`src/rtl/keypad_scan_ctrl.sv`:
```
// 4x4 keypad controller: row scan, 2-flop column synchronizer, press/release
// debounce on the latched key, one-cycle key_valid pulse with hex key_code.
module keypad_scan_ctrl #(
  parameter int SCAN_DIV        = 4096,
  parameter int DEBOUNCE_CYCLES = 65536
) (
  input  logic       clk,
  input  logic       reset,
  input  logic [3:0] keypad_cols,
  output logic [3:0] keypad_rows,
  output logic [3:0] key_code,
  output logic       key_valid,
  output logic       key_held
);

  localparam int TW = $clog2(SCAN_DIV);
  localparam int DW = $clog2(DEBOUNCE_CYCLES);
  localparam logic [TW-1:0] TMR_LAST = TW'(SCAN_DIV - 1);
  localparam logic [DW-1:0] DEB_LAST = DW'(DEBOUNCE_CYCLES - 1);

  typedef enum logic [1:0] {SCAN, DEB_PRESS, HELD, DEB_REL} state_t;

  state_t        state_q, state_d;
  logic [1:0]    row_q, row_d;
  logic [1:0]    col_q, col_d;
  logic [TW-1:0] tmr_q, tmr_d;
  logic [DW-1:0] cnt_q, cnt_d;
  logic [3:0]    sync1_q, sync1_d;
  logic [3:0]    cs_q, cs_d;
  logic [3:0]    key_code_q, key_code_d;
  logic          key_valid_q, key_valid_d;

  logic [1:0]    low_col;
  logic          key_down;

  function automatic logic [3:0] key_map(input logic [1:0] r, input logic [1:0] c);
    logic [3:0] code;
    case ({r, c})
      4'h0: code = 4'h1;  4'h1: code = 4'h2;  4'h2: code = 4'h3;  4'h3: code = 4'hC;
      4'h4: code = 4'h4;  4'h5: code = 4'h5;  4'h6: code = 4'h6;  4'h7: code = 4'hD;
      4'h8: code = 4'h7;  4'h9: code = 4'h8;  4'hA: code = 4'h9;  4'hB: code = 4'hE;
      4'hC: code = 4'hA;  4'hD: code = 4'h0;  4'hE: code = 4'hB;  default: code = 4'hF;
    endcase
    return code;
  endfunction

  // Lowest-index low column wins when several keys share the driven row.
  always_comb begin
    low_col = 2'd0;
    for (int i = 3; i >= 0; i--) begin
      if (!cs_q[i]) low_col = 2'(i);
    end
  end

  assign key_down = ~cs_q[col_q];

  always_comb begin
    sync1_d     = keypad_cols;
    cs_d        = sync1_q;
    state_d     = state_q;
    row_d       = row_q;
    col_d       = col_q;
    tmr_d       = tmr_q;
    cnt_d       = cnt_q;
    key_code_d  = key_code_q;
    key_valid_d = 1'b0;
    case (state_q)
      SCAN: begin
        if (tmr_q == TMR_LAST) begin
          tmr_d = '0;
          if (cs_q == 4'hF) begin
            row_d = row_q + 2'd1;
          end else begin
            col_d   = low_col;
            cnt_d   = '0;
            state_d = DEB_PRESS;
          end
        end else begin
          tmr_d = tmr_q + TW'(1);
        end
      end
      DEB_PRESS: begin
        if (!key_down) begin
          state_d = SCAN;
          tmr_d   = '0;
        end else if (cnt_q == DEB_LAST) begin
          state_d     = HELD;
          key_code_d  = key_map(row_q, col_q);
          key_valid_d = 1'b1;
        end else begin
          cnt_d = cnt_q + DW'(1);
        end
      end
      HELD: begin
        if (!key_down) begin
          state_d = DEB_REL;
          cnt_d   = '0;
        end
      end
      DEB_REL: begin
        // A low bounce sends us back to HELD without a new press event.
        if (key_down) begin
          state_d = HELD;
        end else if (cnt_q == DEB_LAST) begin
          state_d = SCAN;
          row_d   = row_q + 2'd1;
          tmr_d   = '0;
        end else begin
          cnt_d = cnt_q + DW'(1);
        end
      end
      default: state_d = SCAN;
    endcase
  end

  always_ff @(posedge clk or posedge reset) begin
    if (reset) begin
      state_q     <= SCAN;
      row_q       <= 2'd0;
      col_q       <= 2'd0;
      tmr_q       <= '0;
      cnt_q       <= '0;
      sync1_q     <= 4'hF;
      cs_q        <= 4'hF;
      key_code_q  <= 4'h0;
      key_valid_q <= 1'b0;
    end else begin
      state_q     <= state_d;
      row_q       <= row_d;
      col_q       <= col_d;
      tmr_q       <= tmr_d;
      cnt_q       <= cnt_d;
      sync1_q     <= sync1_d;
      cs_q        <= cs_d;
      key_code_q  <= key_code_d;
      key_valid_q <= key_valid_d;
    end
  end

  assign keypad_rows = ~(4'b0001 << row_q);
  assign key_code    = key_code_q;
  assign key_valid   = key_valid_q;
  assign key_held    = (state_q == HELD) || (state_q == DEB_REL);

endmodule
```
`config.mk`:
```
export PLATFORM = sky130hd
export DESIGN_NAME = keypad_scan_ctrl
export DESIGN_NICKNAME = d
export VERILOG_FILES = /design/src/rtl/keypad_scan_ctrl.sv
export SDC_FILE = /design/constraint.sdc
export NUM_CORES = 1
export LEC_CHECK = 0
export ABC_AREA = 1
export CORE_ASPECT_RATIO = 2
export CORE_UTILIZATION = 50
export CTS_CLUSTER_SIZE = 10
export DETAILED_ROUTE_END_ITERATION = 6
export PLACE_DENSITY_LB_ADDON = 0.12
export RECOVER_POWER = 25
export SYNTH_ARGS = -nofsm -noshare
export SYNTH_HDL_FRONTEND = slang
export SYNTH_SLANG_ARGS = --single-unit
export TNS_END_PERCENT = 20
```
`constraint.sdc`:
```
create_clock -name clk -period 5.25 [get_ports clk]
set_input_delay 0.7875 -clock clk [delete_from_list [all_inputs] [get_ports clk]]
set_output_delay 0.7875 -clock clk [all_outputs]
set_load 0.01 [all_outputs]
```
---- Word-level counts from Yosys, hierarchy flattened ----
Memories as Yosys holds them, arrays and structs flattened. A register that Yosys moved wholly into a read port is not among the register bits.
Index checks and enable logic that the tools add are counted.
operators by class
  $lt $le $gt $ge ......................... 1
  add/subtract/negate cells ............... 3
  shift operators ......................... 1
  multiplexer cells ....................... 34
  equality and inequality tests ........... 16
  reductions and logical operators ........ 10
  bitwise operators ....................... 3
operators with widths
  operator                                                                       count
  16-bit two-way mux                                                             6
  16-bit case mux with 4 select lines                                            1
  12-bit two-way mux                                                             4
  12-bit case mux with 3 select lines                                            1
  2-bit two-way mux                                                              15
  16-bit by 1-bit adder with 16-bit output (second input constant)               1
  16-bit == test (second input constant)                                         1
  2-bit != test (second input constant)                                          8
  5-bit AND reduction                                                            3
  12-bit by 1-bit adder with 12-bit output (second input constant)               1
  12-bit == test (second input constant)                                         1
  2-bit case mux with 4 select lines                                             1
  3-bit != test (second input constant)                                          2
  3-bit AND reduction                                                            2
  2-bit == test (second input constant)                                          2
  4-bit == test (second input constant)                                          1
  1-bit two-way mux                                                              4
  4-bit NOT                                                                      1
  2-bit case mux with 2 select lines                                             1
  4-bit AND reduction                                                            1
  1-bit by 2-bit left shift with 4-bit output (first input constant)             1
  2-bit by 3-bit less-than comparator with 1-bit output (second input constant)  1
  3-bit nonzero test                                                             1
  2-bit by 1-bit adder with 2-bit output (second input constant)                 1
  6 further kinds                                                                7
storage, ports and cells
  logic and storage cells ................. 77
  ROM bits ................................ 64
  flip-flop bits (word level) ............. 43
  input bits .............................. 6
  memories kept ........................... 1
memories
  name             words  width  read ports  clocked after Yosys merged registers in  wr ports  line  text
  (no name shown)  16     4      1           1                                        0         38    case ({r, c})

---- Longest topological paths before layout ----
  depth after elaboration ................. 4
  gate-level depth with buffers ........... 11
  depth with buffers taken out ............ 11

---- Worst setup path before layout ----
Ideal clock, no wire load.
  path kind ............................... reg2out
  start point ............................. reg state_q[0]
  end point ............................... out key_held
  data arrival time ....................... 1.010 ns
  setup slack ............................. 3.452 ns
  stages on the path, launching flop included .. 3
  data required time ...................... 4.463 ns
  cells stage by stage .................... dfrtp_1 -> ha_1 -> or2_2
between the ends
  cells in the longest elaborated chain, start to end .. 2
  elaborated cells between the ends (all ways) .. 3
  classes of those cells .................. 2 x eq/ne; 1 x reduce/logical
RTL lines
  element                 line  text
  start, declared         23    state_t state_q, state_d;
  start signal, assigned  128   state_q <= state_d;
  2-bit == test           143   assign key_held = (state_q == HELD) || (state_q == DEB_REL);
  1-bit logical OR *      143
  end, declared           13    output logic key_held
Every way passes the cells marked *; elsewhere a longest branch is shown, timed or not.

---- Worst setup path in the final report ----
Ends and elaborated chain as after synthesis.

==> results.toml <==
[yosys]
yosys.area_share.adder = 0.0590
yosysWarnings = 0
synth_top_family_by_area = "simple AND/OR/NAND/NOR gates"
async_reset_ff_frac = 1.00
synth_cells = 404
synthTopCellsByArea = "dfrtp_1, nand2_1, dfstp_2, nor2_1, ha_1"
syn_nets = 424
ys_types = 30
synth_compound_area_frac = 0.0443
ys_top_cells_by_count = "nand2_1, nor2_1, dfrtp_1"
synth_flop_cell = "dfrtp_1"
netlist_area_sq_um = 2970
synth_edf_count = 0
avgSynthCellArea_sq_um = 7.34
synthMostInstantiatedCell = "nand2_1"
yosys.area.top_type_share = 0.329
ys_seq_area_frac = 0.400
yosys.area_share.simple = 0.405
synth.area.mux_share = 0
synth_top_cell_by_area = "dfrtp_1"
synth_xor_area_frac = 0.0413
ys_seq_elements = 47

[routing]
vias_per_cell = 5.22
route.layer.met1.wl_um = 2490
drc = 0
ant_nets = 0
via_count = 2517
routed-wl-met2_um = 3740
drt-initial-drc-count = 113
wl_um = 6470
met3_length_um = 113
top_layer_used = "met4"
first_pass_iters = 4
routedWlPerCell_um = 13.4

[grt]
overflow = 0
grt_pass1_wl_um = 11200
grt_max_degree = 48
grt_use_total = 0.228
grt_pass1_vias = 2556
antenna_found_initial = 0

[final_layout]
area_growth_pct = 10.8
antennaDiodeCount = 0
regArea_sq_um = 1190
multi_input_area_sq_um = 1630
n_fill_cell = 557
fin_nets = 440
instances_no_fill = 482
drive_gt1_frac = 0.107

[min_path]
min_path_type = "flip-flop to flip-flop"
min_path_cells = 0

[clocking]
cts_setup_buffers = 0
htree_levels = 2
cts.path.max_buffers = 2
cts.sinks = 47
cts-root-buf = "clkbuf_16"
path_clk_slew_ns = 0.06
clk-insertion-delay-late_ns = 0.29
cts_buffers = 5
cts_tree = "yes"
ctsResizeCount = 0
holdBufCountCts = 0

[floorplanning]
die_width_um = 56.5
start_util = 0.520
core_area_sq_um = 5710
die-height_um = 111
rows = 39
ios = 16
fp.dieArea_sq_um = 6260

[timing]
setup_viol = 0
period_minus_slack_ns = 2.64
max_freq_mhz = 379
fin_crit_sh = 0.503
fin_setup_tns_ns = 0
rsz0062_at_grt = "false"
drv_slew = 48
hold_viol = 0
skew_ns = 0.00451
tightest_slew_ns = 1.80
max-slew-margin-rel = -0.202

[power_and_ir_drop]
p_per_area_nw_per_um2 = 213
vdd_drop_max_uv = 256
leakagePower_nw = 1.54
p_clk_frac = 0.454
p_comb_frac = 0.019
seqPwrFrac = 0.527
power_switching_w = 0.000153
p_int_w = 0.000548
swShare = 0.218

[status]
status = "complete, but fails checks"
violations = "max-capacitance violations, max-slew violations"

[critical_path]
crit_family = "buffers and inverters"
worst-path-buf-inv = 1
path_cells = "ha_1, or2_2, clkdlybuf4s50_1"
reg2regPathDepth = 8
path_class = "flip-flop to output pin"
end_kind = "output pin"
cp_slowest_cell = "clkdlybuf4s50_1"
critical-path-max-stage-delay_ns = 0.48
critical_path.max_fanout = 6
critical_path_arrival_ns = 1.85
critical_path_cell_count = 3
required_ns = 4.46
cp-start-kind = "flip-flop"

[flow_run]
drv_cap = 1

[placement]
dp_hpwl_um = 4690
io_buffers = 15
placedCellCount = 474
place_congestion = 0.777
## worst reg2reg max path, delay by kind of cell (launching register included)
kind	cells	cell delay, ns
adders and majority gates	1	0.31
and+or+nand+nor	6	1.37
DFF	1	0.44
buffers and inverters	1	0.27
## state kept, by name, summed over array words and instances (netlist names), named ones only
signal     flops
cnt_q         16
tmr_q         12
cs_d           4
cs_q           4
key_code       4
col_q          2
row_q          2
key_valid      1
state_q        1
## power by group through the flow
stage,Clock [W],Combinational [W],Sequential [W]
2_1_floorplan,0,0.00000843,0.000375
3_3_place_gp,0,0.0000152,0.000376
3_5_place_dp,0,0.0000153,0.000376
4_1_cts,0.000328,0.0000153,0.000369
5_1_grt,0.000337,0.0000160,0.000369
6_report,0.000318,0.0000137,0.000369
## cell families (layout without fill, tap and decap cells)
family / Yosys count / in the layout
compound gates: 24 / 24
flops: 47 / 47
fa+ha+maj: 14 / 14
xor+xnor: 14 / 14
buf+inv: 34 / 51
simple gates: 271 / 271
## cell type report
cell class | instances | area share
multi-input cells | 323 | 0.494
well taps | 61 | 0.0232
repair buffers | 15 | 0.0457
clock buffers | 5 | 0.0381
flip-flops and latches | 47 | 0.361
inverters | 28 | 0.0320
clock inverters | 3 | 0.00571
## per-stage QoR
step | hold slack [ns] | power (W) | util | worst slack, ns | area [sq um]
5_1_grt | 0.359 | 0.000722 | 0.576 | 2.32 | 3290
2_1_floorplan | 0.345 | 0.000384 | - | 3.36 | 2970
6_report | 0.355 | 0.000701 | 0.576 | 2.61 | 3290
3_3_place_gp | 0.345 | 0.000391 | 0.551 | 2.84 | 3150
3_5_place_dp | 0.347 | 0.000391 | 0.551 | 2.77 | 3150
4_1_cts | 0.357 | 0.000712 | 0.577 | 2.58 | 3290
## metal layers
metal | global-route usage | vias to the layer above
li1 | - | 1302
met1 | 0.229 | 1180
met2 | 0.441 | 28
met3 | 0.0280 | 7
met4 | 0.104 | 0
met5 | 0 | -
## final timing paths
| check | slack, ns | from | to |
|---|---|---|---|
| hold reg to reg | 0.36 | cs_d[0] | cs_q[0] |
| setup reg to reg | 2.79 | state_q[0] | cnt_q[9] |
| min in group asynchronous | 1.51 | reset | tmr_q[11] |
| setup / recovery | 2.61 | state_q[0] | key_held |
| hold / removal | 0.36 | cs_d[0] | cs_q[0] |
| max in group asynchronous | 2.70 | reset | tmr_q[5] |
## cells in the final DEF, fill, tap and decap left out
| master | n |
|---|---|
| nor2_2 | 3 |
| xnor2_1 | 5 |
| nor3_1 | 1 |
| nand2_2 | 6 |
| nand3_4 | 1 |
| nand2_1 | 154 |
| o22ai_1 | 1 |
| or2_2 | 5 |
| o31ai_1 | 1 |
| nand2_4 | 2 |
| ha_1 | 14 |
| dfrtp_1 | 39 |
| inv_1 | 23 |
| clkinv_2 | 2 |
| inv_6 | 1 |
| o21ai_0 | 14 |
| and2_1 | 1 |
| clkdlybuf4s50_1 | 10 |
| nor3_2 | 1 |
| o21bai_1 | 3 |
| nor2_1 | 56 |
| nand3_1 | 25 |
| nand4_1 | 6 |
| dfstp_2 | 8 |
| xor2_1 | 9 |
| nor3b_1 | 2 |
| nand3_2 | 1 |
| inv_2 | 5 |
| clkbuf_16 | 5 |
| dlygate4sd3_1 | 5 |
| nand3b_1 | 2 |
| nor2_4 | 5 |
| a21oi_1 | 5 |
Power figures use the tool's default switching activity.
